===== config.mk =====
export PLATFORM = sky130hd
export DESIGN_NAME = ifetch_pipe
export DESIGN_NICKNAME = d
export VERILOG_FILES = /design/src/rtl/ifetch_pipe.sv
export SDC_FILE = /design/constraint.sdc
export NUM_CORES = 1
export LEC_CHECK = 0
export CAP_MARGIN = 20
export CELL_PAD_IN_SITES_DETAIL_PLACEMENT = 2
export CELL_PAD_IN_SITES_GLOBAL_PLACEMENT = 2
export CORE_MARGIN = 5
export CORE_UTILIZATION = 39
export DETAILED_ROUTE_END_ITERATION = 7
export PLACE_DENSITY_LB_ADDON = 0.1
export SETUP_SLACK_MARGIN = 0.4
export SLEW_MARGIN = 25
export SYNTH_ARGS = -nofsm -noshare
export SYNTH_HDL_FRONTEND = slang
export SYNTH_SLANG_ARGS = --single-unit

===== constraint.sdc =====
create_clock -name clk -period 10.7 [get_ports clk]
set_input_delay 2.14 -clock clk [delete_from_list [all_inputs] [get_ports clk]]
set_output_delay 2.14 -clock clk [all_outputs]
set_load 0.005 [all_outputs]

===== src/rtl/ifetch_pipe.sv =====
// Pipelined instruction fetch: PC, one-cycle-latency memory requests, DEPTH-entry queue to decode.
// Optional IFETCH_PERF_EN adds fetch and bubble performance counters.
module ifetch_pipe #(
  parameter int unsigned       WIDTH    = 32,
  parameter int unsigned       STEP     = 1,
  parameter logic [WIDTH-1:0]  RESET_PC = '0,
  parameter int unsigned       DEPTH    = 2
) (
  input  logic             clk,
  input  logic             reset,
  input  logic             PCSrc,
  input  logic [WIDTH-1:0] BrDest,
  output logic             imem_req,
  output logic [WIDTH-1:0] imem_addr,
  input  logic [WIDTH-1:0] imem_rdata,
  output logic             if_valid,
  input  logic             id_ready,
  output logic [WIDTH-1:0] IR,
  output logic [WIDTH-1:0] nPC
`ifdef IFETCH_PERF_EN
  ,
  output logic [31:0]      perf_fetch_cnt,
  output logic [31:0]      perf_bubble_cnt
`endif
);

  localparam int unsigned PtrW = (DEPTH > 1) ? $clog2(DEPTH) : 1;
  localparam int unsigned OccW = $clog2(DEPTH + 1);
  localparam logic [WIDTH-1:0] StepW = WIDTH'(STEP);

  logic [WIDTH-1:0] pc_q;
  logic             inflight_q;
  logic [WIDTH-1:0] tag_q;
  logic [WIDTH-1:0] ir_mem_q  [DEPTH];
  logic [WIDTH-1:0] npc_mem_q [DEPTH];
  logic [PtrW-1:0]  head_q, tail_q;
  logic [OccW-1:0]  occ_q;
  logic [WIDTH-1:0] last_ir_q, last_npc_q;

  logic             pop, push;
  logic [OccW:0]    demand;

  function automatic logic [PtrW-1:0] ptr_inc(input logic [PtrW-1:0] p);
    return (p == PtrW'(DEPTH - 1)) ? '0 : p + 1'b1;
  endfunction

  assign if_valid  = (occ_q != '0);
  assign pop       = if_valid & id_ready;
  // A redirect kills the response landing this cycle; no request is issued alongside it.
  assign push      = inflight_q & ~PCSrc;
  assign demand    = {1'b0, occ_q} + (OccW+1)'(inflight_q) - (OccW+1)'(pop);
  assign imem_req  = reset & ~PCSrc & (demand < (OccW+1)'(DEPTH));
  assign imem_addr = pc_q;
  // When empty, show the last consumed instruction rather than a stale slot.
  assign IR        = if_valid ? ir_mem_q[head_q]  : last_ir_q;
  assign nPC       = if_valid ? npc_mem_q[head_q] : last_npc_q;

  always_ff @(posedge clk or negedge reset) begin
    if (!reset) begin
      pc_q       <= RESET_PC;
      inflight_q <= 1'b0;
      tag_q      <= '0;
      head_q     <= '0;
      tail_q     <= '0;
      occ_q      <= '0;
      last_ir_q  <= '0;
      last_npc_q <= '0;
      for (int unsigned i = 0; i < DEPTH; i++) begin
        ir_mem_q[i]  <= '0;
        npc_mem_q[i] <= '0;
      end
    end else begin
      inflight_q <= imem_req;
      if (imem_req) begin
        pc_q  <= pc_q + StepW;
        tag_q <= pc_q + StepW;
      end else if (PCSrc) begin
        pc_q <= BrDest;
      end

      if (pop) begin
        last_ir_q  <= ir_mem_q[head_q];
        last_npc_q <= npc_mem_q[head_q];
      end

      if (PCSrc) begin
        head_q <= '0;
        tail_q <= '0;
        occ_q  <= '0;
      end else begin
        if (push) begin
          ir_mem_q[tail_q]  <= imem_rdata;
          npc_mem_q[tail_q] <= tag_q;
          tail_q            <= ptr_inc(tail_q);
        end
        if (pop) head_q <= ptr_inc(head_q);
        occ_q <= occ_q + OccW'(push) - OccW'(pop);
      end
    end
  end

`ifdef IFETCH_PERF_EN
  always_ff @(posedge clk or negedge reset) begin
    if (!reset) begin
      perf_fetch_cnt  <= '0;
      perf_bubble_cnt <= '0;
    end else begin
      if (pop) perf_fetch_cnt <= perf_fetch_cnt + 32'd1;
      if (id_ready && !if_valid) perf_bubble_cnt <= perf_bubble_cnt + 32'd1;
    end
  end
`endif

endmodule


==> results.ini, run 1 <==
[floorplan]
die_y_um = 184
std_cell_rows = 63
die_w_um = 184
core-area_um2 = 29800
die-area_um2 = 33900
pin_count = 166
start_util = 0.397

[clock_network]
root_buffer = clkbuf_16
post_cts_buffers = 0
clockBufferDepth = 3
tritoncts = done
clk_latency_ns = 0.54
clk_pin_slew_ns = 0.06
post_cts_resized = 0
hold_buffers = 0
htreeDepth = 1
cts.sink_count = 261
numCtsBuffers = 30

[yosys]
synth_edf_count = 0
ys_seq_area_frac = 0.552
synth_cell_type_count = 50
synth-adder-area-share = 0.00487
syn_area_um2 = 11800
yosys.area_share.simple = 0.106
synth_nets = 1139
ys.flop_type = dfrtp_1
synthMuxAreaShare = 0.177
yosys_warnings = 0
synth_compound_gate_area_share = 0.104
synth_xor_area_frac = 0.0259
synthCells = 1067
async_flop_share = 1.00
avgSynthCellArea_um2 = 11.1
yosys_register_bits = 261
synth_top_family_by_area = multiplexers

[cells_and_area]
finish.utilization = 0.496
final-seq-area_um2 = 6540
stdcell_count = 1614
fill_cells = 2968
nets = 1274
layout_commonest_cell = dfrtp_1
final_cell_mix = 260 x dfrtp_1, 163 x clkdlybuf4s50_1, 128 x mux2_2
diodes = 0
multi_input_area_um2 = 4960
area_growth_pct = 24.9
drive_above_1_share = 0.165

[critical_path]
cp.required_ns = 8.56
cp-startpoint = id_ready
critPathMaxStageDelay_ns = 0.61
slowest_stage = clkdlybuf4s50_1
crit_arrival_ns = 5.62
endpoint_kind = output pin
critPathMaxFanout = 53
critPathLaunchType = input port
path_class = input port to output pin
reg2reg_from = occ_q[1]
path_cells = clkdlybuf4s50_1, nand2_4, nor2_1, o21ai_0, fa_1, xnor2_1, nand4b_1, buf_4, inv_1, clkdlybuf4s50_1
cpMostUsedCell = clkdlybuf4s50_1

[routing]
firstDrtPassIters = 4
routed_via_density = 5.37
postRouteAntennaNets = 0
wl_per_cell_um = 20.6
drc = 0
first_iter_violations = 418
drt_wl_total_um = 33300
vias = 8672

[grt]
grt_start_max_net_pins = 166
grt_pass1_vias = 10000
antenna_found_initial = 0
grt_pass1_wl_um = 55200
grt_usage = 0.199
grt-ovfl-total = 0

[min_path]
min_from = last_npc_q[17]
hold_class = register to register

[timing]
finalSetupViolCount = 0
skew_ns = 0.0110
slew_violations = 0
max_slew_margin = 0.326
period_needed_ns = 7.76
fin_tns_setup_ns = 0
fmax_ghz = 0.129
worst_pin_slew_ns = 1.01
hold_violations = 0
finalCritPeriodShare = 0.725
rsz0062_at_grt = no

[placement]
hpwl_um = 20900
io_buffers = 165
gp_congestion = 0.769
dp_cells = 1560

[power_and_ir_drop]
p_leak_nw = 6.27
powerDensity_nw_per_um2 = 329
p_total_mw = 4.86
peakVddDrop_mv = 0.147

[flow_run]
drv_cap = 0

[run_status]
outcome = finished, final reports clean

==> sequential cells by signal, indices dropped and copies added (netlist names) <==
name / cells
ir_mem_q: 64
tail_q: 1
inflight_q: 1
tag_q: 32
last_npc_q: 32
occ_q: 2
last_ir_q: 32
npc_mem_q: 64
head_q: 1
imem_addr: 32
==> power breakdown <==
| group | leakage (nW) | internal (mW) | total (mW) | switching [mW] |
|---|---|---|---|---|
| registers | 3.31 | 1.41 | 1.74 | 0.330 |
| clock network | 0.500 | 0.647 | 1.05 | 0.398 |
| logic | 2.46 | 1.06 | 2.07 | 1.01 |
==> cells in the mapped netlist (all sizes together) (2+ instances only) <==
| cell type | number | area (µm²) |
|---|---|---|
| o21ai | 117 | 586 |
| o311ai | 3 | 26.3 |
| nand2 | 126 | 473 |
| a221o | 7 | 70.1 |
| nand4 | 6 | 43.8 |
| dlygate4sd1 | 2 | 17.5 |
| nor4 | 8 | 90.1 |
| clkbuf | 53 | 199 |
| mux2 | 128 | 1440 |
| ha | 3 | 37.5 |
| nor2b | 10 | 62.6 |
| mux2i | 65 | 651 |
| and3 | 5 | 32.5 |
| and4 | 4 | 35.0 |
| a21o | 3 | 22.5 |
| dfrtp | 261 | 6530 |
| nand3 | 12 | 65.1 |
| a22oi | 14 | 105 |
| buf | 16 | 103 |
| nor3b | 3 | 22.5 |
| inv | 8 | 30.0 |
| a21oi | 68 | 340 |
| xnor2 | 29 | 254 |
| nor2 | 80 | 300 |
| nor3 | 12 | 75.1 |
| a221oi | 2 | 17.5 |
| xor2 | 6 | 52.6 |
| nand2b | 3 | 18.8 |
==> path summary, 6_finish.rpt <==
path                                   to  slack (ns)  depth (start not counted)
setup / recovery                 imem_req        2.94                         10
hold / removal             last_npc_q[17]        0.48                          2
setup reg to reg             imem_addr[3]        6.01                         12
hold reg to reg            last_npc_q[17]        0.48                          2
max in group asynchronous   imem_addr[16]        7.79                          2
min in group asynchronous    ir_mem_q[40]        1.57                          1
==> cell type report <==
class	count	area share
inverter	8	0.00203
tap	390	0.0330
clock inverter	8	0.00796
sequential	261	0.443
clock buffer	46	0.0611
timing repair buffer	174	0.117
multi-input combinational	727	0.336
==> per-stage QoR <==
step	instance area (µm²)	hold slack [ns]	setup slack, ns
final	14800	0.481	2.94
after global placement	13700	0.462	3.08
after global routing	14800	0.513	2.57
after CTS	14800	0.486	2.88
after floorplan	11800	0.451	4.52
after detailed placement	13700	0.473	2.89
==> layer usage <==
metal  track usage  vias to the layer above  routed length, µm
met5             0                        -                  0
met4        0.0376                        0                519
met3        0.0266                       35               1300
met2         0.339                      163              16200
met1         0.275                     4466              15300
li1              -                     4008                  -
==> critical path, delay by kind of cell <==
family,cells,cell delay [ns]
adder cells (fa/ha/maj),1,0.41
AND/OR/NAND/NOR,3,0.76
XOR/XNOR,1,0.15
AO/OA/AOI/OAI,1,0.16
buffers and inverters,4,1.96
==> kinds of logic (layout without fill, tap and decap cells) <==
kind of cell | count (synthesis) | count (layout)
AND/OR/NAND/NOR | 274 | 274
flip-flops | 261 | 261
AO/OA/AOI/OAI | 221 | 221
multiplexers | 193 | 193
buffers and inverters | 79 | 236
XOR/XNOR | 35 | 35
adder cells (fa/ha/maj) | 4 | 4
No activity file was read; power rests on OpenSTA's default activity.
==> run 2: changes to the inputs <==
- CORE_UTILIZATION: 39 -> 36
- clock period: 10.7 -> 7.6 ns (I/O delays scaled with it)
==> run 2 against run 1 <==
Net effect: sequential share of layout area decreased by 0.086 points; global-route usage decreased by 2.0 points; power increased by 39%; clock skew decreased by 0.0015 ns; sequential power increased by 40%; clock power increased by 35%; critical endpoint unchanged; die area increased by 7.9%; first-iteration DRC count decreased by 25%; largest power group unchanged; register-to-register slack got worse by 2.6 ns; non-clock buffer count increased by 2; highest routed layer unchanged; core utilization decreased by 4.0 points; combinational power increased by 40%.
==> results.ini, run 2 (synthesis gave the netlist of run 1 again) <==
[run_status]
outcome = finished, final reports clean

[timing]
hold_violations = 0  ; unchanged
fin_tns_setup_ns = 0  ; unchanged
period_needed_ns = 5.97
rsz0062_at_grt = no
finalCritPeriodShare = 0.785
worst_pin_slew_ns = 1.01  ; -0.00303 ns
skew_ns = 0.00951  ; -0.00152 ns
max_slew_margin = 0.328  ; +0.00202
finalSetupViolCount = 0  ; unchanged
slew_violations = 0  ; unchanged
holdWs_ns = 0.478  ; -0.00229 ns
fmax_ghz = 0.168
setup_slack_ns = 1.63  ; -1.31 ns

[grt]
grt-ovfl-total = 0  ; unchanged
grt_pass1_vias = 9760  ; -2.5%
grt_pass1_wl_um = 53400  ; -3.3%
grt_start_max_net_pins = 110  ; -34%
antenna_found_initial = 0  ; unchanged
grt_usage = 0.178  ; -0.0201

[placement]
post_dp_cell_area_um2 = 13800  ; +0.49%
io_buffers = 165  ; unchanged
preCtsSetupSlack_ns = 1.64  ; -1.25 ns
dp_cells = 1614  ; +3.5%
hpwl_um = 20900  ; +0.38%
gp_congestion = 0.755  ; -1.9%

[clock_network]
htreeDepth = 1  ; unchanged
root_buffer = clkbuf_16
numCtsBuffers = 29  ; -3.3%
post_cts_resized = 0  ; unchanged
cts.sink_count = 261  ; unchanged
clockBufferDepth = 3  ; unchanged
hold_buffers = 0  ; unchanged
tritoncts = done
clk_pin_slew_ns = 0.06  ; about the same
post_cts_buffers = 0  ; unchanged
clk_latency_ns = 0.53  ; about the same

[floorplan]
die_y_um = 191  ; +3.9%
die-area_um2 = 36600  ; +7.9%
std_cell_rows = 66  ; +4.8%
core-area_um2 = 32500  ; +8.9%
die_w_um = 191  ; +3.9%
start_util = 0.364  ; -0.0325
pin_count = 166  ; unchanged

[power_and_ir_drop]
p_leak_nw = 6.26  ; -0.11%
switchingPower_mw = 2.40  ; +38%
clock_power_share = 0.210  ; -0.005
powerDensity_nw_per_um2 = 455  ; +38%
p_int_mw = 4.33  ; +39%
combPwrFrac = 0.429  ; +0.003
p_total_mw = 6.73  ; +39%
p_sw_frac = 0.357  ; -0.00172
peakVddDrop_mv = 0.179  ; +22%
seqPwrFrac = 0.361  ; +0.003

[critical_path]
slowest_stage = nand4b_1
crit_arrival_ns = 4.45  ; -1.17 ns
path_class = input port to output pin
critPathLaunchType = input port
critPathMaxStageDelay_ns = 0.54  ; -0.07 ns
cpMostUsedCell = clkdlybuf4s50_1
endpoint_kind = output pin
cp.required_ns = 6.08  ; -2.48 ns
path_cells = clkdlybuf4s50_1, nand2_4, nor2_1, o21ai_0, fa_1, xnor2_1, nand4b_1, inv_1, clkdlybuf4s50_1
critPathMaxFanout = 22  ; -58%

[cells_and_area]
final_cell_mix = 260 x dfrtp_1, 163 x clkdlybuf4s50_1, 128 x mux2_2
layout_commonest_cell = dfrtp_1
stdcell_count = 1666  ; +3.2%
design_area_um2 = 14800  ; +0.20%
finish.utilization = 0.456  ; -0.0397
fill_cells = 3329  ; +12%
diodes = 0  ; unchanged
reg_top3 = ir_mem_q: 64 flops, npc_mem_q: 64 flops
drive_above_1_share = 0.168  ; +0.00327
area_growth_pct = 25.1
nets = 1275  ; +0.078%

[routing]
routed_via_density = 5.13  ; -4.5%
drt_wl_total_um = 32400  ; -2.5%
vias = 8546  ; -1.5%
drc = 0  ; unchanged
postRouteAntennaNets = 0  ; unchanged
firstDrtPassIters = 4  ; unchanged
first_iter_violations = 312  ; -25%
wl_per_cell_um = 19.5  ; -5.5%

[flow_run]
drv_cap = 0  ; unchanged

[min_path]
hold_class = register to register

-- run 2: power by group through the flow --
stage | logic (mW) | clock network, mW | registers [mW]
6_report | 2.89 | 1.42 | 2.43
5_1_grt | 3.23 | 1.52 | 2.51
3_5_place_dp | 2.94 | 0 | 2.45
3_3_place_gp | 2.85 | 0 | 2.41
2_1_floorplan | 1.61 | 0 | 2.28
4_1_cts | 2.98 | 1.46 | 2.44
-- run 2: per-layer routing --
| layer | up-vias | track usage | routed length (µm) |
|---|---|---|---|
| li1 | 4009 | - | - |
| met1 | 4357 | 0.249 | 15300 |
| met2 | 151 | 0.299 | 15400 |
| met3 | 29 | 0.0285 | 1330 |
| met4 | 0 | 0.0293 | 371 |
| met5 | - | 0 | 0 |
-- run 2: path summary, 6_finish.rpt --
| check | startpoint | to | slack (ns) | cells after the start |
|---|---|---|---|---|
| hold / removal | last_ir_q[10] | last_ir_q[10] | 0.48 | 2 |
| setup reg to reg | occ_q[1] | imem_addr[29] | 3.44 | 11 |
| hold reg to reg | last_ir_q[10] | last_ir_q[10] | 0.48 | 2 |
| setup / recovery | id_ready | imem_req | 1.63 | 9 |
| max in group asynchronous | reset | ir_mem_q[29] | 4.55 | 3 |
| min in group asynchronous | reset | last_ir_q[5] | 0.97 | 1 |
-- run 2: worst max-delay path: cells and delay by family --
| kind | cells | cell delay, ns |
|---|---|---|
| buffers and inverters | 3 | 1.29 |
| AOI/OAI and AO/OA | 1 | 0.15 |
| xor gates and xnor gates | 1 | 0.15 |
| adders and majority gates | 1 | 0.39 |
| and+or+nand+nor | 3 | 0.94 |
-- run 2: cell type report --
cell class	instances	area (µm²)	area share
clock buffer	46	920	0.0622
tap	442	553	0.0374
sequential	261	6540	0.442
inverter	8	30.0	0.00203
timing repair buffer	176	1740	0.117
clock inverter	6	57.6	0.00389
multi-input combinational	727	4960	0.335
